## src/rtl/pipe_hs_reg.sv

```systemverilog
// Handshake pipeline stage register carrying a DW-bit payload with hold/flush flow control.
// Define PIPE_HS_SKID_EN for a 2-entry skid build whose in_ready_o is a pure register output.
module pipe_hs_reg #(
    parameter int unsigned   DW      = 32,
    parameter logic [DW-1:0] RST_VAL = '0
) (
    input  logic          clk,
    input  logic          rst_n,
    input  logic          in_valid_i,
    input  logic [DW-1:0] in_data_i,
    output logic          in_ready_o,
    output logic          out_valid_o,
    output logic [DW-1:0] out_data_o,
    input  logic          out_ready_i,
    input  logic          fc_bk_i,
    input  logic          fc_flush_i,
    output logic [1:0]    occ_o
);

    typedef enum logic [1:0] {
        EMPTY = 2'd0,
        ONE   = 2'd1,
        TWO   = 2'd2
    } state_e;

    state_e        state_q, state_d;
    logic [DW-1:0] main_q, main_d;
    logic          in_fire;
    logic          out_fire;

    assign out_valid_o = (state_q != EMPTY);
    assign out_data_o  = main_q;
    assign in_fire     = in_valid_i & in_ready_o & ~fc_bk_i & ~fc_flush_i;
    assign out_fire    = out_valid_o & out_ready_i & ~fc_bk_i;

`ifdef PIPE_HS_SKID_EN
    logic [DW-1:0] skid_q, skid_d;

    assign in_ready_o = (state_q != TWO);
    assign occ_o      = {state_q == TWO, state_q == ONE};

    always_comb begin
        state_d = state_q;
        main_d  = main_q;
        skid_d  = skid_q;
        if (!fc_bk_i) begin
            if (fc_flush_i) begin
                state_d = EMPTY;
                main_d  = RST_VAL;
                skid_d  = RST_VAL;
            end else begin
                case (state_q)
                    EMPTY: begin
                        if (in_fire) begin
                            state_d = ONE;
                            main_d  = in_data_i;
                        end
                    end
                    ONE: begin
                        // Simultaneous in/out replaces main directly; skid is only used when output stalls.
                        if (in_fire && out_fire) begin
                            main_d = in_data_i;
                        end else if (in_fire) begin
                            state_d = TWO;
                            skid_d  = in_data_i;
                        end else if (out_fire) begin
                            state_d = EMPTY;
                        end
                    end
                    TWO: begin
                        if (out_fire) begin
                            state_d = ONE;
                            main_d  = skid_q;
                        end
                    end
                    default: state_d = EMPTY;
                endcase
            end
        end
    end

    always_ff @(posedge clk or negedge rst_n) begin
        if (!rst_n) begin
            state_q <= EMPTY;
            main_q  <= RST_VAL;
            skid_q  <= RST_VAL;
        end else begin
            state_q <= state_d;
            main_q  <= main_d;
            skid_q  <= skid_d;
        end
    end
`else
    assign in_ready_o = ~out_valid_o | out_ready_i;
    assign occ_o      = {1'b0, out_valid_o};

    always_comb begin
        state_d = state_q;
        main_d  = main_q;
        if (!fc_bk_i) begin
            if (fc_flush_i) begin
                state_d = EMPTY;
                main_d  = RST_VAL;
            end else begin
                case (state_q)
                    EMPTY: begin
                        if (in_fire) begin
                            state_d = ONE;
                            main_d  = in_data_i;
                        end
                    end
                    ONE: begin
                        if (in_fire) begin
                            main_d = in_data_i;
                        end else if (out_fire) begin
                            state_d = EMPTY;
                        end
                    end
                    default: state_d = EMPTY;
                endcase
            end
        end
    end

    always_ff @(posedge clk or negedge rst_n) begin
        if (!rst_n) begin
            state_q <= EMPTY;
            main_q  <= RST_VAL;
        end else begin
            state_q <= state_d;
            main_q  <= main_d;
        end
    end
`endif

endmodule

```

## config.mk

```make
export PLATFORM = sky130hd
export DESIGN_NAME = pipe_hs_reg
export DESIGN_NICKNAME = d
export VERILOG_FILES = /design/src/rtl/pipe_hs_reg.sv
export SDC_FILE = /design/constraint.sdc
export NUM_CORES = 1
export LEC_CHECK = 0
export CAP_MARGIN = 10
export CORE_MARGIN = 8
export CORE_UTILIZATION = 49
export CTS_CLUSTER_DIAMETER = 150
export CTS_CLUSTER_SIZE = 14
export DETAILED_ROUTE_END_ITERATION = 10
export PLACE_DENSITY = 0.9
export SLEW_MARGIN = 10
export SYNTH_ARGS = -nofsm -noshare
export SYNTH_HDL_FRONTEND = slang
export SYNTH_SLANG_ARGS = --single-unit
```

## constraint.sdc

```tcl
create_clock -name clk -period 2.85 [get_ports clk]
set_clock_uncertainty 0.05 [all_clocks]
set_input_delay 0.7125 -clock clk [delete_from_list [all_inputs] [get_ports clk]]
set_output_delay 0.7125 -clock clk [all_outputs]
set_load 0.03 [all_outputs]
```

## Word level (Yosys, flattened, before mapping)

Index checks and enable logic that the tools add are counted.
Widths: inputs -> output; s select.

- Bits in registers: 34
- Latch bits: 0
- Bits in writable memories: 0
- ROM bits: 0
- Input bits: 38
- Output and inout bits: 36
- Logic and storage cells: 30
- Memories: 0

- Add/subtract/negate cells: 0
- $mul: 0
- Div/mod/pow operators: 0
- $lt $le $gt $ge: 0
- Equal/unequal tests: 4
- Shifts and indexed selects: 0
- Multiplexer cells: 8
- Bitwise gates (word level): 9
- Reduce and logical (&&, ||, !) cells: 7

Operators by type and width:

| kind | count |
|---|---|
| $mux 32 | 3 |
| $ne 3x3->1 const B | 3 |
| $mux 2 | 4 |
| $reduce_bool 2->1 | 3 |
| $and 1x1->1 | 5 |
| $pmux 2 s2 | 1 |
| $reduce_and 4->1 | 1 |
| $not 1->1 | 3 |
| $reduce_and 3->1 | 1 |
| $eq 2x1->1 const B | 1 |
| $logic_not 2->1 | 1 |
| $reduce_or 2->1 | 1 |
| $or 1x1->1 | 1 |

## Longest topological paths before layout

Gate-level depths: netlist of the first run.

- Depth after elaboration: 9
- Mapped depth: 5
- Gate-level depth less buffers: 3

## Worst setup path after synthesis of the first run

Ideal clock, no wire load.

- Path type: input to output
- Start point: input port out_ready_i
- End point: output port in_ready_o
- Data arrival time: 1144 ps
- Data required time: 2088 ps
- Slack: 944 ps
- Cell stages on the path: 3
- Path through: nand2b_4 -> buf_6 -> buf_6

- Cells in the longest elaborated chain, start to end: 1

RTL lines:

| item | line | source |
|---|---|---|
| start, declared | 14 | `input logic out_ready_i,` |
| $or 1x1->1 | 94 | `assign in_ready_o = ~out_valid_o \| out_ready_i;` |
| end, declared | 11 | `output logic in_ready_o,` |

Every way passes these cells.

## Worst setup path in the final report of the first run

Same ends and word-level chain as after synthesis.

==> flow_summary.ini, run 1 <==
[global_route]
overflow = 0
grt_pass1_wl_um = 8570
grt_util_all_layers_pct = 16.2
grt_max_degree = 39
grt_pass1_vias = 1796
antenna_found_initial = 0

[pwr]
intPower_uw = 969
ir_worst_vdd_mv = 0.247
p_switching_uw = 523
switching_share_pct = 35.1
p_leak_uw = 0.00121
power_frac_clock_pct = 23.6
seq_power_share_pct = 38.2
powerDensity_nw_per_um2 = 511
pwr-share-comb_pct = 38.2

[floorplan]
rows = 24
chipWidth_um = 82.4
die_y_um = 82.4
core_sq_um = 4290
boundaryPins = 74
die-area_sq_um = 6790
initial_core_util_pct = 50.3

[critical_path]
crit_arrival_ns = 1.46
startpoint_type = input port
reg2reg_depth = 4
worst-path-buf-inv = 2
critPathKind = input port to output pin
crit_chain = clkdlybuf4s50_1, nand2b_4, buf_4
required_ns = 2.09
crit_path_max_incr_delay_ns = 0.46
r2r_end = out_data_o[4]
r2r_setup_slack_ns = 1.43
path_delay_family = buffers and inverters
cp_slowest_cell = clkdlybuf4s50_1
r2r_start = state_q[0]
crit_path_end_kind = output pin
cp_max_fo = 3

[yosys]
synth_area_sq_um = 2160
synth.area.top_cells = dfrtp_1 38%, o211ai_2 17%, nand3_2 14%
synth-xor-area-share_pct = 0
synth_top_area_share_pct = 38.2
synth_area_per_cell_sq_um = 11.3
synth_nets = 229
synth_largest_area_cell = dfrtp_1
ys_warn_count = 0
synthCells = 191
synth-simple-area-share_pct = 16.1
synthMuxAreaShare_pct = 0
synth_compound_area_share_pct = 31.6
ys_seq_elements = 33
ys_types = 18
synth.yosys.seq_area_share_pct = 38.2
synth_top_family_by_area = compound AO/OA/AOI/OAI gates
synth_fa_ha_area_share_pct = 0

[clock_tree]
htreeDepth = 2
ctsLongestPathBuffers = 2
cts_made_buffers = 5
clockRootBuffer = clkbuf_8
hold_buffers = 0
cts_tree = yes
ctsResizeCount = 0
path_clk_slew_ns = 0.07
clk_latency_ns = 0.27
cts_sinks = 33
cts_setup_buffers = 0

[sta]
fmax_ghz = 0.450
final.period_utilization_pct = 78.0
drv_slew = 0
rsz0062_at_grt = false
fin_tns_setup_ns = 0
setup_ws_ns = 0.626
period_minus_slack_ns = 2.22
max_slew_margin_pct = 50.4
worst_pin_slew_ns = 0.743
hold_violations = 0
finalSetupViolations = 0

[place]
postPlaceCellArea_sq_um = 2840
port_buffers = 72
gp_congestion = 0.723
dpl.hpwl_um = 3730
post-place-ws_ns = 0.624

[flow_run]
max_cap_violations = 0

[detailed_routing]
drc_errors = 0
wl_per_cell_um = 17.0
ant_nets = 0
firstDrtPassIters = 4
via_per_inst = 5.50
num_vias = 1690
finalWirelength_um = 5210
drt_first_iter_violations = 133

[cells_and_area]
finish.instance_area_sq_um = 2920
area_delta_synth_final_pct = 35.2
drive_gt1_share_pct = 30.6
nNetsFinal = 293
fillers = 349
n_antenna_cell = 0
fin_util_pct = 68.1

[run_status]
outcome = finished clean

[hold_path]
min_path_type = input port to asynchronous set/reset pin
## per-layer routing
| metal | track usage (%) | part of all wire, % | wire length (um) | up-vias |
|---|---|---|---|---|
| li1 | - | - | - | 806 |
| met5 | 0 | 0 | 0 | - |
| met2 | 28.0 | 52 | 2720 | 45 |
| met4 | 5.61 | 0.65 | 34 | 0 |
| met1 | 19.4 | 42 | 2160 | 837 |
| met3 | 3.25 | 5.6 | 292 | 2 |
## cell usage after synthesis (all sizes together)
cell	n
inv	33
o211ai	32
nor3b	1
nand2b	2
a21o	1
buf	16
nand3	32
clkbuf	7
conb	1
a21oi	1
dfrtp	33
a211o	32
## how the worst max path moves through the flow
stage	from	endpoint	slack (ns)	depth (start not counted)
detailed placement	out_ready_i	in_ready_o	0.62	3
finish	out_ready_i	in_ready_o	0.63	3
CTS	out_ready_i	in_ready_o	0.62	3
floorplan	out_ready_i	in_ready_o	0.94	3
global placement	out_ready_i	in_ready_o	0.63	3
global route	out_ready_i	in_ready_o	0.60	3
## per-stage QoR
step,cells,power (uW),hold WS [ns]
6_report,307,1490,0.445
5_1_grt,307,1570,0.505
4_1_cts,307,1510,0.478
3_5_place_dp,300,1150,0.492
3_3_place_gp,300,1140,0.480
2_1_floorplan,191,924,0.367
## area by class of cell
| class | instances | area (sq um) | area share [%] |
|---|---|---|---|
| clock buffers | 7 | 86.3 | 2.95 |
| inverters | 33 | 124 | 4.24 |
| multi-input cells | 102 | 1040 | 35.4 |
| flip-flops and latches | 33 | 826 | 28.3 |
| well taps | 52 | 65.1 | 2.23 |
| repair buffers | 80 | 786 | 26.9 |
## logic make-up after synthesis
group / after synthesis
flops: 33
other cells: 1
buf+inv: 56
compound gates: 66
simple gates: 35
## layout by cell type, fill, tap and decap left out
cell,instances
a21o_1,1
nand2b_1,1
inv_1,33
dfrtp_1,33
a211o_1,32
o211ai_1,2
conb_1,1
o211ai_2,30
buf_4,8
buf_12,1
clkbuf_1,1
nand3_1,2
nand2b_4,1
nor3b_4,1
nand3_2,30
buf_2,1
a21oi_1,1
clkbuf_8,6
clkdlybuf4s50_1,70
## worst reg2reg max path, cell delays in order, from the launching register on
cell	delay [ns]
dfrtp_1	0.44
nand2b_4	0.11
buf_4	0.41
a211o_1	0.23
o211ai_2	0.07
## state kept, by name, indices dropped and copies added, names as in the netlist
register / flops
state_q: 1
out_data_o: 32
## power groups by stage
stage | clock [uW] | combinational (uW) | sequential [uW]
6_report | 353 | 570 | 570
5_1_grt | 378 | 609 | 578
4_1_cts | 361 | 576 | 570
3_5_place_dp | 0 | 575 | 578
3_3_place_gp | 0 | 565 | 576
2_1_floorplan | 0 | 218 | 706
Power figures use the tool's default switching activity.
==> run 2, diff against run 1 <==
--- a/config.mk
+++ b/config.mk
@@ -7,11 +7,11 @@
 export LEC_CHECK = 0
 export CAP_MARGIN = 10
 export CORE_MARGIN = 8
-export CORE_UTILIZATION = 49
+export CORE_UTILIZATION = 46
 export CTS_CLUSTER_DIAMETER = 150
 export CTS_CLUSTER_SIZE = 14
 export DETAILED_ROUTE_END_ITERATION = 10
-export PLACE_DENSITY = 0.9
+export PLACE_DENSITY = 0.86
 export SLEW_MARGIN = 10
 export SYNTH_ARGS = -nofsm -noshare
 export SYNTH_HDL_FRONTEND = slang
==> constraint.sdc (replaced) <==
create_clock -name clk -period 2.1 [get_ports clk]
set_clock_uncertainty 0.05 [all_clocks]
set_input_delay 0.525 -clock clk [delete_from_list [all_inputs] [get_ports clk]]
set_output_delay 0.525 -clock clk [all_outputs]
set_load 0.03 [all_outputs]
==> run 2 against run 1 <==
Against the previous run: critical path depth decreased by 2; worst setup slack lost 0.50 ns; non-clock buffer count unchanged; first-iteration DRC count down 41%; sequential share of layout area down 0.55 points; cell count is 0.98% higher.
==> flow_summary.ini, run 2 (synthesis results as in run 1) <==
[global_route]
grt_pass1_vias = 1839
overflow = 0
grt_max_degree = 42
antenna_found_initial = 0
grt_util_all_layers_pct = 15.7
grt_pass1_wl_um = 9130

[clock_tree]
cts_sinks = 33
clockRootBuffer = clkbuf_8
ctsLongestPathBuffers = 2
htreeDepth = 2
cts_made_buffers = 5
hold_buffers = 0
cts_setup_buffers = 0
cts_tree = yes
path_clk_slew_ns = 0.07
ctsResizeCount = 0
clk_latency_ns = 0.27

[sta]
drv_slew = 0
period_minus_slack_ns = 1.98
hold_violations = 0
final.period_utilization_pct = 94.2
max_slew_margin_pct = 49.1
worst_pin_slew_ns = 0.764
whs_ns = 0.261
finalSetupViolations = 0
fmax_ghz = 0.506
rsz0062_at_grt = false
fin_tns_setup_ns = 0

[critical_path]
cp_slowest_cell = clkdlybuf4s50_1
crit_cells = 1
required_ns = 1.52
path_delay_family = buffers and inverters
crit_chain = clkdlybuf4s50_1
crit_path_max_incr_delay_ns = 0.70
startpoint_type = flop
critPathKind = flop to output pin
reg2reg_depth = 4
cp_max_fo = 4
crit_arrival_ns = 1.40
worst-path-buf-inv = 1
crit_path_end_kind = output pin

[cells_and_area]
n_antenna_cell = 0
fin_util_pct = 64.4
nNetsFinal = 293
final_cell_mix = 70 x clkdlybuf4s50_1, 33 x dfrtp_1, 32 x inv_1, 32 x a211o_1
fillers = 382
largest_register_ffs = 32
drive_gt1_share_pct = 30.9
area_delta_synth_final_pct = 37.8
final_common_cell = clkdlybuf4s50_1

[place]
gp_congestion = 0.746
dpl.hpwl_um = 3780
port_buffers = 72

[floorplan]
rows = 25
die-area_sq_um = 7150
initial_core_util_pct = 46.7
boundaryPins = 74
core_sq_um = 4630
chipWidth_um = 84.6
die_y_um = 84.6

[detailed_routing]
finalWirelength_um = 5530
drt_first_iter_violations = 78
via_per_inst = 5.41
num_vias = 1676
drc_errors = 0
ant_nets = 0
wl_per_cell_um = 17.8
firstDrtPassIters = 4

[flow_run]
max_cap_violations = 0

[hold_path]
min_path_type = input port to asynchronous set/reset pin

[pwr]
p_total_uw = 2170
ir_worst_vdd_mv = 0.434
p_leak_uw = 0.00123
powerDensity_nw_per_um2 = 729

[run_status]
outcome = finished clean
[run 2: routing by layer]
layer	vias to the layer above	routed length [um]	track usage [%]	share of wire [%]
li1	812	-	-	-
met1	816	2380	17.8	43
met3	7	194	3.80	3.5
met5	-	0	0	0
met4	0	64	5.18	1.2
met2	41	2890	28.1	52
[run 2: layout make-up]
| class | instances | area, sq um | area share (%) |
|---|---|---|---|
| clock buffers | 7 | 86.3 | 2.90 |
| clock inverters | 1 | 30.0 | 1.01 |
| inverters | 33 | 124 | 4.16 |
| multi-input cells | 102 | 1040 | 34.8 |
| flip-flops and latches | 33 | 826 | 27.7 |
| well taps | 54 | 67.6 | 2.27 |
| repair buffers | 80 | 811 | 27.2 |
[run 2: final timing paths]
path | start | to | slack [ns]
max | state_q[0] | occ_o[0] | 0.12
min | rst_n | out_data_o[14] | 0.26
max reg2reg | state_q[0] | out_data_o[30] | 0.80
min reg2reg | out_data_o[26] | out_data_o[26] | 0.50
max in group asynchronous | rst_n | out_data_o[13] | 1.24
min in group clk | out_data_o[26] | out_data_o[26] | 0.50
[run 2: power breakdown]
part	switching, uW	total, uW	internal [uW]
registers	50.3	773	723
clock network	230	616	387
logic	447	784	337
total	727	2170	1450
[run 2: metrics by stage]
step	cells	instance area [sq um]	setup slack, ns
floorplan	191	2160	0.561
global placement	302	2860	0.198
detailed placement	302	2860	0.177
CTS	310	2980	0.0960
global route	310	2980	0.0517
finish	310	2980	0.122
